**config.mk**
```make
export PLATFORM = sky130hd
export DESIGN_NAME = apb_fb_writer
export DESIGN_NICKNAME = d
export VERILOG_FILES = /design/src/rtl/apb_fb_writer.sv
export SDC_FILE = /design/constraint.sdc
export NUM_CORES = 1
export LEC_CHECK = 0
export ABC_CLOCK_PERIOD_IN_PS = 1850
export CAP_MARGIN = 15
export CORE_ASPECT_RATIO = 0.5
export CORE_MARGIN = 8
export CORE_UTILIZATION = 40
export DETAILED_ROUTE_END_ITERATION = 12
export PLACE_DENSITY_LB_ADDON = 0.15
export SLEW_MARGIN = 40
export SYNTH_ARGS = -nofsm -noshare
export SYNTH_HDL_FRONTEND = slang
export SYNTH_SLANG_ARGS = --single-unit
```
**constraint.sdc**
```tcl
create_clock -name clk -period 1.85 [get_ports clk]
set_clock_uncertainty 0.1 [all_clocks]
set_input_delay 0.185 -clock clk [delete_from_list [all_inputs] [get_ports clk]]
set_output_delay 0.185 -clock clk [all_outputs]
set_load 0.05 [all_outputs]
```
**src/rtl/apb_fb_writer.sv**
```systemverilog
// apb_fb_writer: pushes one 64-pixel burst (32 words of two RGB565 pixels)
// into a HyperRAM bridge over APB3. After the data window come mask0, mask1
// and finally the destination address, because the address write is what
// kicks off the bridge. The bridge status register is then polled until it
// reports idle.
module apb_fb_writer #(
    parameter int POLL_GAP = 16,   // idle cycles before the first status poll (>= 1)
    parameter int POLL_MAX = 1024  // status polls allowed before giving up
) (
    input  logic        clk,
    input  logic        rst_n,
    input  logic        start,
    input  logic [21:0] dst_addr,
    input  logic [31:0] mask0,
    input  logic [31:0] mask1,
    input  logic        src_valid,
    input  logic [31:0] src_data,
    output logic        src_ready,
    output logic        psel,
    output logic        penable,
    output logic        pwrite,
    output logic [7:0]  paddr,
    output logic [31:0] pwdata,
    output logic [3:0]  pstrb,
    output logic [2:0]  pprot,
    input  logic [31:0] prdata,
    input  logic        pready,
    input  logic        pslverr,
    output logic        busy,
    output logic        done,
    output logic        err
);
    localparam int GW = (POLL_GAP > 1) ? $clog2(POLL_GAP) : 1;
    localparam int PW = $clog2(POLL_MAX + 1);

    typedef enum logic [2:0] {
        S_IDLE, S_FETCH, S_SETUP, S_ACCESS, S_GAP, S_PSETUP, S_PACCESS, S_FIN
    } state_t;

    state_t          state;
    logic [5:0]      k;          // write step: 0..31 data, 32 mask0, 33 mask1, 34 address
    logic [GW-1:0]   gap_cnt;
    logic [PW-1:0]   poll_cnt;   // completed status polls in this burst
    logic [21:0]     lat_dst;
    logic [31:0]     lat_m0;
    logic [31:0]     lat_m1;
    logic [7:0]      fetch_addr;
    logic [31:0]     fetch_data;
    logic            unused_prdata;

    assign unused_prdata = ^prdata[31:1];
    assign pprot         = 3'b000;
    // Pixel words are only consumed while waiting in FETCH for a data step.
    assign src_ready     = (state == S_FETCH) && (k < 6'd32);

    // Address/data of the next write as a function of the step counter.
    always_comb begin
        fetch_addr = {k[4:0], 2'b00};
        fetch_data = src_data;
        case (k)
            6'd32:   begin fetch_addr = 8'h84; fetch_data = lat_m0;           end
            6'd33:   begin fetch_addr = 8'h88; fetch_data = lat_m1;           end
            6'd34:   begin fetch_addr = 8'h80; fetch_data = {10'b0, lat_dst}; end
            default: ;
        endcase
    end

    // Burst sequencer; all bus and status outputs are registered here.
    always_ff @(posedge clk or negedge rst_n) begin
        if (!rst_n) begin
            state    <= S_IDLE;
            k        <= '0;
            gap_cnt  <= '0;
            poll_cnt <= '0;
            lat_dst  <= '0;
            lat_m0   <= '0;
            lat_m1   <= '0;
            psel     <= 1'b0;
            penable  <= 1'b0;
            pwrite   <= 1'b0;
            paddr    <= '0;
            pwdata   <= '0;
            pstrb    <= '0;
            busy     <= 1'b0;
            done     <= 1'b0;
            err      <= 1'b0;
        end else begin
            case (state)
                S_IDLE: begin
                    if (start) begin
                        lat_dst <= dst_addr;
                        lat_m0  <= mask0;
                        lat_m1  <= mask1;
                        err     <= 1'b0;
                        k       <= '0;
                        busy    <= 1'b1;
                        state   <= S_FETCH;
                    end
                end
                S_FETCH: begin
                    // Data steps wait for a pixel word; trailer steps go straight on.
                    if ((k >= 6'd32) || src_valid) begin
                        paddr   <= fetch_addr;
                        pwdata  <= fetch_data;
                        psel    <= 1'b1;
                        penable <= 1'b0;
                        pwrite  <= 1'b1;
                        pstrb   <= 4'hF;
                        state   <= S_SETUP;
                    end
                end
                S_SETUP: begin
                    penable <= 1'b1;
                    state   <= S_ACCESS;
                end
                S_ACCESS: begin
                    if (pready) begin
                        psel    <= 1'b0;
                        penable <= 1'b0;
                        pwrite  <= 1'b0;
                        pstrb   <= 4'h0;
                        if (pslverr) begin
                            // Abort: remaining writes (incl. the trigger) are skipped.
                            err   <= 1'b1;
                            done  <= 1'b1;
                            state <= S_FIN;
                        end else if (k == 6'd34) begin
                            gap_cnt <= '0;
                            state   <= S_GAP;
                        end else begin
                            k     <= k + 6'd1;
                            state <= S_FETCH;
                        end
                    end
                end
                S_GAP: begin
                    if (gap_cnt == GW'(POLL_GAP - 1)) begin
                        paddr    <= 8'h80;
                        psel     <= 1'b1;
                        penable  <= 1'b0;
                        pwrite   <= 1'b0;
                        pstrb    <= 4'h0;
                        poll_cnt <= '0;
                        state    <= S_PSETUP;
                    end else begin
                        gap_cnt <= gap_cnt + 1'b1;
                    end
                end
                S_PSETUP: begin
                    penable <= 1'b1;
                    state   <= S_PACCESS;
                end
                S_PACCESS: begin
                    if (pready) begin
                        penable <= 1'b0;
                        if (pslverr || (prdata[0] && (poll_cnt == PW'(POLL_MAX - 1)))) begin
                            psel  <= 1'b0;
                            err   <= 1'b1;
                            done  <= 1'b1;
                            state <= S_FIN;
                        end else if (!prdata[0]) begin
                            psel  <= 1'b0;
                            done  <= 1'b1;
                            state <= S_FIN;
                        end else begin
                            // Bridge still busy: back-to-back re-poll, psel stays up.
                            poll_cnt <= poll_cnt + 1'b1;
                            state    <= S_PSETUP;
                        end
                    end
                end
                S_FIN: begin
                    done  <= 1'b0;
                    busy  <= 1'b0;
                    state <= S_IDLE;
                end
                default: state <= S_IDLE;
            endcase
        end
    end

endmodule

```
==> results.txt, run 1 <==
The flow ran to the end, but the final reports show violations. The final reports fail on setup timing. The effective utilization at floorplan came out at 0.4123. The area of the die is 0.02293 mm^2. Setup violations remaining at the end of the flow were counted as 22. The fraction of the mapped netlist area in adder cells is 0.01036. In this run the tool buffered the top-level ports with 173 buffer cells.

The achievable frequency is 521.2 MHz. The proportion of synthesized flip-flops having asynchronous set or reset came out at 1.000. The cell taking the most area after synthesis is dfrtp_1. The worst setup path is of the register to register kind.

The fraction of post-synthesis cell area in the top cell type by area came out at 0.5320. The count of different cell masters after synthesis is 58. The global-route wire length before repair came out at 35510 um. Detailed routing inserted a total of 6639 vias. The register bit count reported by yosys came out at 154. The mux share of post-synthesis cell area is 0.01123. TritonCTS built the clock tree. The number of max-slew violations in the final report came out at 0. The layout cell share with drive strength beyond 1 is 0.1687. Clock tree synthesis selected as its root buffer the cell clkbuf_16.

The share of the synthesized area in compound gates (AO/OA/AOI/OAI) came out at 0.1556. The synthesis-to-layout area growth is 45.27%. The number of design rule violations left after detail routing came out at 0. The row count came out at 34. The worst hold-check slack came out at 184.1 ps. The post-route total power came out at 0.01757 W. The H-tree was split into 4 levels. The internal power contribution came out at 0.01016 W.

210 I/O pins were placed. The detailed-routing iteration count for the pre-antenna-repair pass is 5. The total overflow left after global routing is 0. The number of antenna diodes in the final layout is 0.

The detailed-route vias per instance came out at 5.151. The number of enable flip-flop cells after synthesis is 0. The final weighted congestion of routability-driven global placement is 0.8541. After synthesis, the largest family of logic cells by area is simple AND/OR/NAND/NOR gates.

STA classifies the critical path startpoint as a register. The average instance in the mapped netlist occupies 8.813 um^2. After clock tree synthesis, the clock-pin slew on the worst setup and hold paths is 70 ps. The sequential-to-total area share from yosys stat came out at 0.5320. The most critical setup path has its startpoint at k[0]. The TritonCTS buffer count came out at 17. STA classifies the critical path endpoint as a register.

For the finished layout, the period the worst path requires is 1919 ps. For this run, the post-layout net count is 1204. The placeable core region came out at 0.01757 mm^2. After detailed routing, the total wire length is 21990 um. The number of instances in the synthesized netlist came out at 822. The synthesized-area fraction occupied by and/or/nand/nor cells is 0.2415. The switching part of the total power came out at 0.4216. The tightest min-delay check is of the primary input to register type. The proportion of power drawn by combinational gates is 0.474. The largest fanout on the critical path is 11.

The share of total power dissipated in the clock network is 0.197. By area the synthesized netlist is led by dfrtp_1 53%, nand2_1 15%, a21oi_1 4.7%, nor2_1 3.7%, a222oi_1 3.0%. In the finished design, the share of the clock period the worst path needs comes to 1.037. The per-cell routed wire length came out at 17.06 um.

The layout filler cell count came out at 1565. The arrival time reported for the critical path endpoint came out at 2160 ps. The largest net degree at the start of global routing came out at 57. The slack of the worst reg-to-reg path is -70 ps. In the synthesized netlist the dominant register cell turns out to be dfrtp_1. The least setup slack across all paths after layout came out at -68.82 ps. The global-route total usage across every layer came out at 0.1924. The tool flagged a number of max-cap violations equal to 0. The sequential power share is 0.329.

The synthesized-area fraction occupied by xor and xnor cells came out at 0.002418. The relative slew slack came out at 0.6010. The remaining number of nets flagged by the antenna check after routing came out at 0. The worst ir drop on vdd came out at 0.7698 mV. The clock passes through at most 2 buffers. The worst register-to-register path begins at k[0]. The number of clock sinks is 154.

The worst hold path begins at mask0[5]. The required time reported for the critical path endpoint came out at 2090 ps. The reported leakage power came out at 4.882 nW. Setup repair after global routing could not meet its margin everywhere.

Yosys printed 0 warnings. The later pin in the worst-skew pair is clocked with a latency of 420 ps. The power density over the cells is 1670 mW/mm^2.

The final-report hold violation count came out at 0. The width of the die is 206.3 um. The initial antenna violation count came out at 0. The via count of the first global-routing pass came out at 6743.

The measured slew at the worst slew-check pin is 598.5 ps. In this run the vertical extent of the chip is 111.2 um. The synthesized netlist occupies a cell area of 0.007244 mm^2.

The detailed router's first-iteration violation count came out at 446. The estimated wirelength of the detail-placed design came out at 15900 um. Summed over all nets, the switching power comes to 0.007408 W.
==> power by group through the flow <==
stage / combinational (W) / sequential, W / clock [W]
4_1_cts: 0.00813 / 0.00576 / 0.00355
2_1_floorplan: 0.00353 / 0.00720 / 0
6_report: 0.00833 / 0.00578 / 0.00346
3_3_place_gp: 0.00804 / 0.00577 / 0
3_5_place_dp: 0.00814 / 0.00582 / 0
5_1_grt: 0.00902 / 0.00597 / 0.00371
==> worst paths after layout <==
check                             endpoint  cells past startpoint
min in group asynchronous       pwdata[16]                      2
max in group asynchronous        lat_m0[9]                      3
worst max register to register  pwdata[22]                      7
worst min register to register  lat_m0[28]                      2
worst min-delay path             lat_m0[5]                      3
worst max-delay path            pwdata[22]                      7
==> cells by family (layout without fill, tap and decap cells) <==
family	after synthesis	after routing
AND/OR/NAND/NOR	416	416
other	1	5
flip-flops	154	154
XOR/XNOR	2	2
buffers and inverters	73	302
adder cells (fa/ha/maj)	6	6
AO/OA/AOI/OAI	162	162
multiplexers	8	8
==> metrics by stage <==
stage                     instance area (um^2)  utilization  setup WS (ps)  cells  TNS, ps
after floorplan                           7271            -         -77.89    826    -1482
after global placement                    9732       0.5539         -129.9   1245    -2941
after detailed placement                  9732       0.5539         -150.2   1245    -7788
after CTS                                10390       0.5911         -54.05   1283   -88.75
after global routing                     10520       0.5990         -141.8   1289    -3171
final                                    10520       0.5990         -68.82   1289   -493.4
==> area by class of cell <==
cell class                      count  area [um^2]  area share
Clock buffer                       20        456.7     0.04340
Clock inverter                     12        130.1     0.01236
Inverter                            7        26.28    0.002497
Multi-Input combinational cell    599         3219      0.3059
Sequential cell                   154         3855      0.3663
Tap cell                          234        292.8     0.02782
Timing Repair Buffer              263         2544      0.2417
==> state kept, by name, indices dropped and copies added, names as in the netlist <==
signal    flops
pwdata       32
pstrb         1
err           1
gap_cnt       4
penable       1
paddr         6
busy          1
lat_m0       32
k             6
psel          1
lat_m1       32
done          1
lat_dst      22
poll_cnt     11
state         3
==> routing by layer <==
metal	part of all wire	GRT usage
met5	0	0
met4	0.011	0.05007
met3	0.042	0.03880
met2	0.48	0.3101
met1	0.46	0.2603
==> layout by cell type (no fill, tap or decap), drive strengths merged, types with 11 or more instances in the layout <==
cell type | netlist | routed
a21oi | 68 | 68
inv | 7 | 12
dfrtp | 154 | 154
dlygate4sd2 | 0 | 27
buf | 31 | 112
nand3 | 12 | 12
nor2 | 71 | 71
a22oi | 11 | 11
clkbuf | 35 | 20
nand2 | 287 | 287
a31oi | 13 | 13
a222oi | 22 | 22
clkdlybuf4s50 | 0 | 123
==> timing repair <==
| action | 4_1_cts | 5_1_grt |
|---|---|---|
| hold endpoints to repair | 52 | 0 |
| hold buffers | 1 | 0 |
| setup endpoints to repair | 71 | 48 |
| resized for setup | 41 | 23 |
| setup buffers | 6 | 6 |
| pin swaps | 3 | 15 |
==> cells in the mapped netlist, types with 3 or more instances <==
cell and instances:
nand3_1 11, a21oi_1 68, o21a_1 3, and4b_1 3, a22o_1 10, a31oi_1 13
o21ai_0 9, buf_4 10, and3_1 7, nor2b_1 6, buf_2 20, a222oi_1 22
nor2_1 71, or3_1 4, dfrtp_1 154, a41oi_1 3, clkbuf_1 35, mux2i_1 7
nand2_1 287, and2_1 3, a22oi_1 10, nand2b_1 10, ha_1 6, a21o_1 3
inv_1 7
==> critical path, cell delays in order, from the launching register on <==
cell     delay (ps)
dfrtp_1         430
inv_2           100
ha_4            230
buf_4           160
o31ai_4         300
buf_4           240
a21oi_1         120
a21oi_1         150
No activity file was read; power rests on OpenSTA's default activity.
==> inputs of run 2 (changes only) <==
--- a/config.mk
+++ b/config.mk
@@ -8,7 +8,7 @@
 export ABC_CLOCK_PERIOD_IN_PS = 1850
 export CAP_MARGIN = 15
 export CORE_ASPECT_RATIO = 0.5
-export CORE_MARGIN = 8
+export CORE_MARGIN = 2
 export CORE_UTILIZATION = 40
 export DETAILED_ROUTE_END_ITERATION = 12
 export PLACE_DENSITY_LB_ADDON = 0.15
==> run 2 against run 1 <==
  * The flow finishes with violations (DRC, setup timing)
  * Critical endpoint is now pwdata[11]
  * Maximum frequency increased by 1.2%
  * Critical path depth increased by 1
  * Via count increased by 0.29%
  * Die area decreased by 16%
  * Total power decreased by 0.71%
  * Worst setup slack improved by 22 ps
  * Final area increased by 0.77%
  * Non-clock buffer count increased by 6
==> results.txt, run 2 (synthesis gave the netlist of run 1 again) <==
The run finished, with violations left. The final reports fail on DRC, setup timing. The worst hold path class is primary input to asynchronous set/reset pin. The first element of the critical path is k[0]. Summed over all cells, the static leakage comes to 4.941 nW.

The measured slew at the worst slew-check pin came out at 520.2 ps. The required time reported for the critical path endpoint is 2090 ps. The clock slew seen by the registers of the worst setup and hold paths came out at 70 ps. The TritonCTS buffer count is 17. The initial antenna violation count is 0. The total routed wirelength is 20990 um. The first global-routing pass estimated 33870 um of wire. Across all layers, the routed design uses 6658 vias. The sequential power share is 0.329. Entering global routing, the biggest net connects 55 pins. The power density over the cells came out at 1645 mW/mm^2. The via count of the first global-routing pass is 6548.

In this run the critical register-to-register path is captured at pwdata[11]. The sort of element at the start of the critical path is a register. The placeable core region is 0.01757 mm^2. The maximum clock insertion buffer count is 2. The number of design rule violations left after detail routing is 5.

The effective utilization at floorplan is 0.4123. The wire length the detailed router placed on met1 is 9812 um. TritonCTS built the clock tree. The layout filler cell count came out at 1540. Once detailed placement completed, the half-perimeter wirelength came to 14840 um. The detailed-route vias per instance is 5.141. The library cell used most frequently in the layout, excluding fill and tap cells, is nand2_1. The slack of the worst reg-to-reg path came out at -50 ps. The count of port buffers added during placement came out at 173. Across all setup checks in the final design, the least slack found is -46.33 ps. Summed over all layers, the global routing overflow is 0.

The worst setup path is of the register to register kind. The remaining number of nets flagged by the antenna check after routing is 0. The number of max-slew violations in the final report was 0. The final critical path time including I/O delays and setup came out at 1896 ps. The global-route total usage across every layer is 0.2230. Setup repair after global routing could not meet its margin everywhere.

The final weighted congestion of routability-driven global placement came out at 0.8490. The switching power total came out at 0.007354 W. During I/O placement, the number of pins put on the boundary was 210. The length of routed met3 wiring is 1130 um. The type of destination of the critical path is a register. The overall die height came out at 99.16 um. After detailed routing, the met2 layer carries 9926 um of wire.

The internal power contribution came out at 0.01009 W. The detailed router's first-iteration violation count is 493. Measured against its own limit, the worst slew margin works out to 0.6546. The row count is 34.

The per-cell routed wire length came out at 16.21 um. The synthesis-to-layout area growth came out at 46.39%. The worst setup timing slack at the placement stage came out at -88.37 ps. The logic depth of the worst register-to-register path came out at 8. Clock tree synthesis selected as its root buffer the cell clkbuf_16. For this run, the post-layout net count is 1210. The final period utilization is 1.025. The setup TNS is -251.7 ps. The diode insertion count for antenna repair came out at 0. The switching part of the total power came out at 0.4216. The origin of the critical flop-to-flop path is k[0]. The final setup violation count is 13. The layout cell share with drive strength beyond 1 came out at 0.1753. In the final layout, the registers with the most flip-flops are lat_m0 x32, lat_m1 x32, pwdata x32. The area of the die came out at 0.01927 mm^2. Across the run, the number of max-cap violations was 0. The width of the die is 194.3 um.

The arrival time reported for the critical path endpoint is 2140 ps. Of the total power, combinational logic draws 0.477. The largest fanout on the critical path came out at 23.

The detailed-routing iteration count for the pre-antenna-repair pass came out at 9. The portion of total power attributed to the clock network came out at 0.194. For the worst-skew pair, the clock arrives at the later sink with an insertion delay of 420 ps. The number of clock sinks is 154. The achievable frequency is 527.3 MHz. The worst ir drop on vdd is 0.8393 mV. The final-report hold violation count is 0.

The CTS H-tree depth is 4. The detailed router used layers up to and including met4. The library cells used most frequently in the layout, excluding fill and tap cells, are 286 x nand2_1, 150 x dfrtp_1, 123 x clkdlybuf4s50_1, 90 x buf_4, 71 x nor2_1.
==> run 2: cell types whose count changed in the layout (fill, tap and decap cells not counted), moves of 3 or more <==
cell,previous run,this run
buf_12,15,12
buf_4,87,90
clkbuf_16,17,20
dfrtp_1,153,150
dfrtp_2,1,4
dlygate4sd2_1,27,30
nor2_1,68,71
nor2_2,3,0
==> run 2: what timing repair did <==
action	4_1_cts	5_1_grt
pin swaps	9	22
cloned	0	4
resized for setup	40	33
setup endpoints to repair	58	108
endpoints found under the hold margin	154	0
hold buffers	1	0
setup buffers	3	8
==> run 2: how the worst max path moves through the flow <==
stage,to,cells past startpoint
floorplan,pwdata[10],7
global placement,pwdata[0],5
detailed placement,poll_cnt[2],6
CTS,pwdata[12],7
global route,pwdata[12],7
finish,pwdata[11],8
==> run 2: metrics by stage <==
| step | cells | util | area, um^2 | hold WS (ps) | power (W) |
|---|---|---|---|---|---|
| 6_report | 1295 | 0.6036 | 10610 | 99.33 | 0.01745 |
| 5_1_grt | 1295 | 0.6036 | 10610 | 102.8 | 0.01863 |
| 4_1_cts | 1283 | 0.5872 | 10320 | 83.85 | 0.01709 |
| 3_5_place_dp | 1247 | 0.5531 | 9717 | -32.47 | 0.01382 |
| 3_3_place_gp | 1247 | 0.5531 | 9717 | -37.63 | 0.01363 |
| 2_1_floorplan | 826 | - | 7271 | -210.6 | 0.01072 |
==> run 2: layout make-up <==
| class | count | area [um^2] | area share |
|---|---|---|---|
| clock inverters | 14 | 142.6 | 0.01345 |
| repair buffers | 269 | 2608 | 0.2459 |
| well taps | 234 | 292.8 | 0.02761 |
| flip-flops and latches | 154 | 3859 | 0.3638 |
| inverters | 7 | 26.28 | 0.002478 |
| multi-input cells | 599 | 3248 | 0.3063 |
| clock buffers | 18 | 429.2 | 0.04047 |
==> run 2: metal layers <==
| layer | up-vias | GRT usage |
|---|---|---|
| met5 | - | 0 |
| met1 | 3251 | 0.3184 |
| li1 | 3233 | - |
| met2 | 164 | 0.3542 |
| met4 | 0 | 0.05266 |
| met3 | 10 | 0.04340 |
==> run 2: power groups by stage <==
stage	registers, W	logic [W]	clock network, W
after detailed placement	0.00579	0.00803	0
after CTS	0.00572	0.00791	0.00346
after global placement	0.00573	0.00790	0
after global routing	0.00596	0.00905	0.00362
after floorplan	0.00720	0.00353	0
final	0.00574	0.00831	0.00339
==> run 2: worst max-delay path, stage by stage (launching register included) <==
cell	delay [ps]
dfrtp_1	400
inv_2	80
ha_2	230
buf_12	180
o31ai_4	330
buf_4	170
buf_6	110
a21oi_1	60
a21oi_1	140
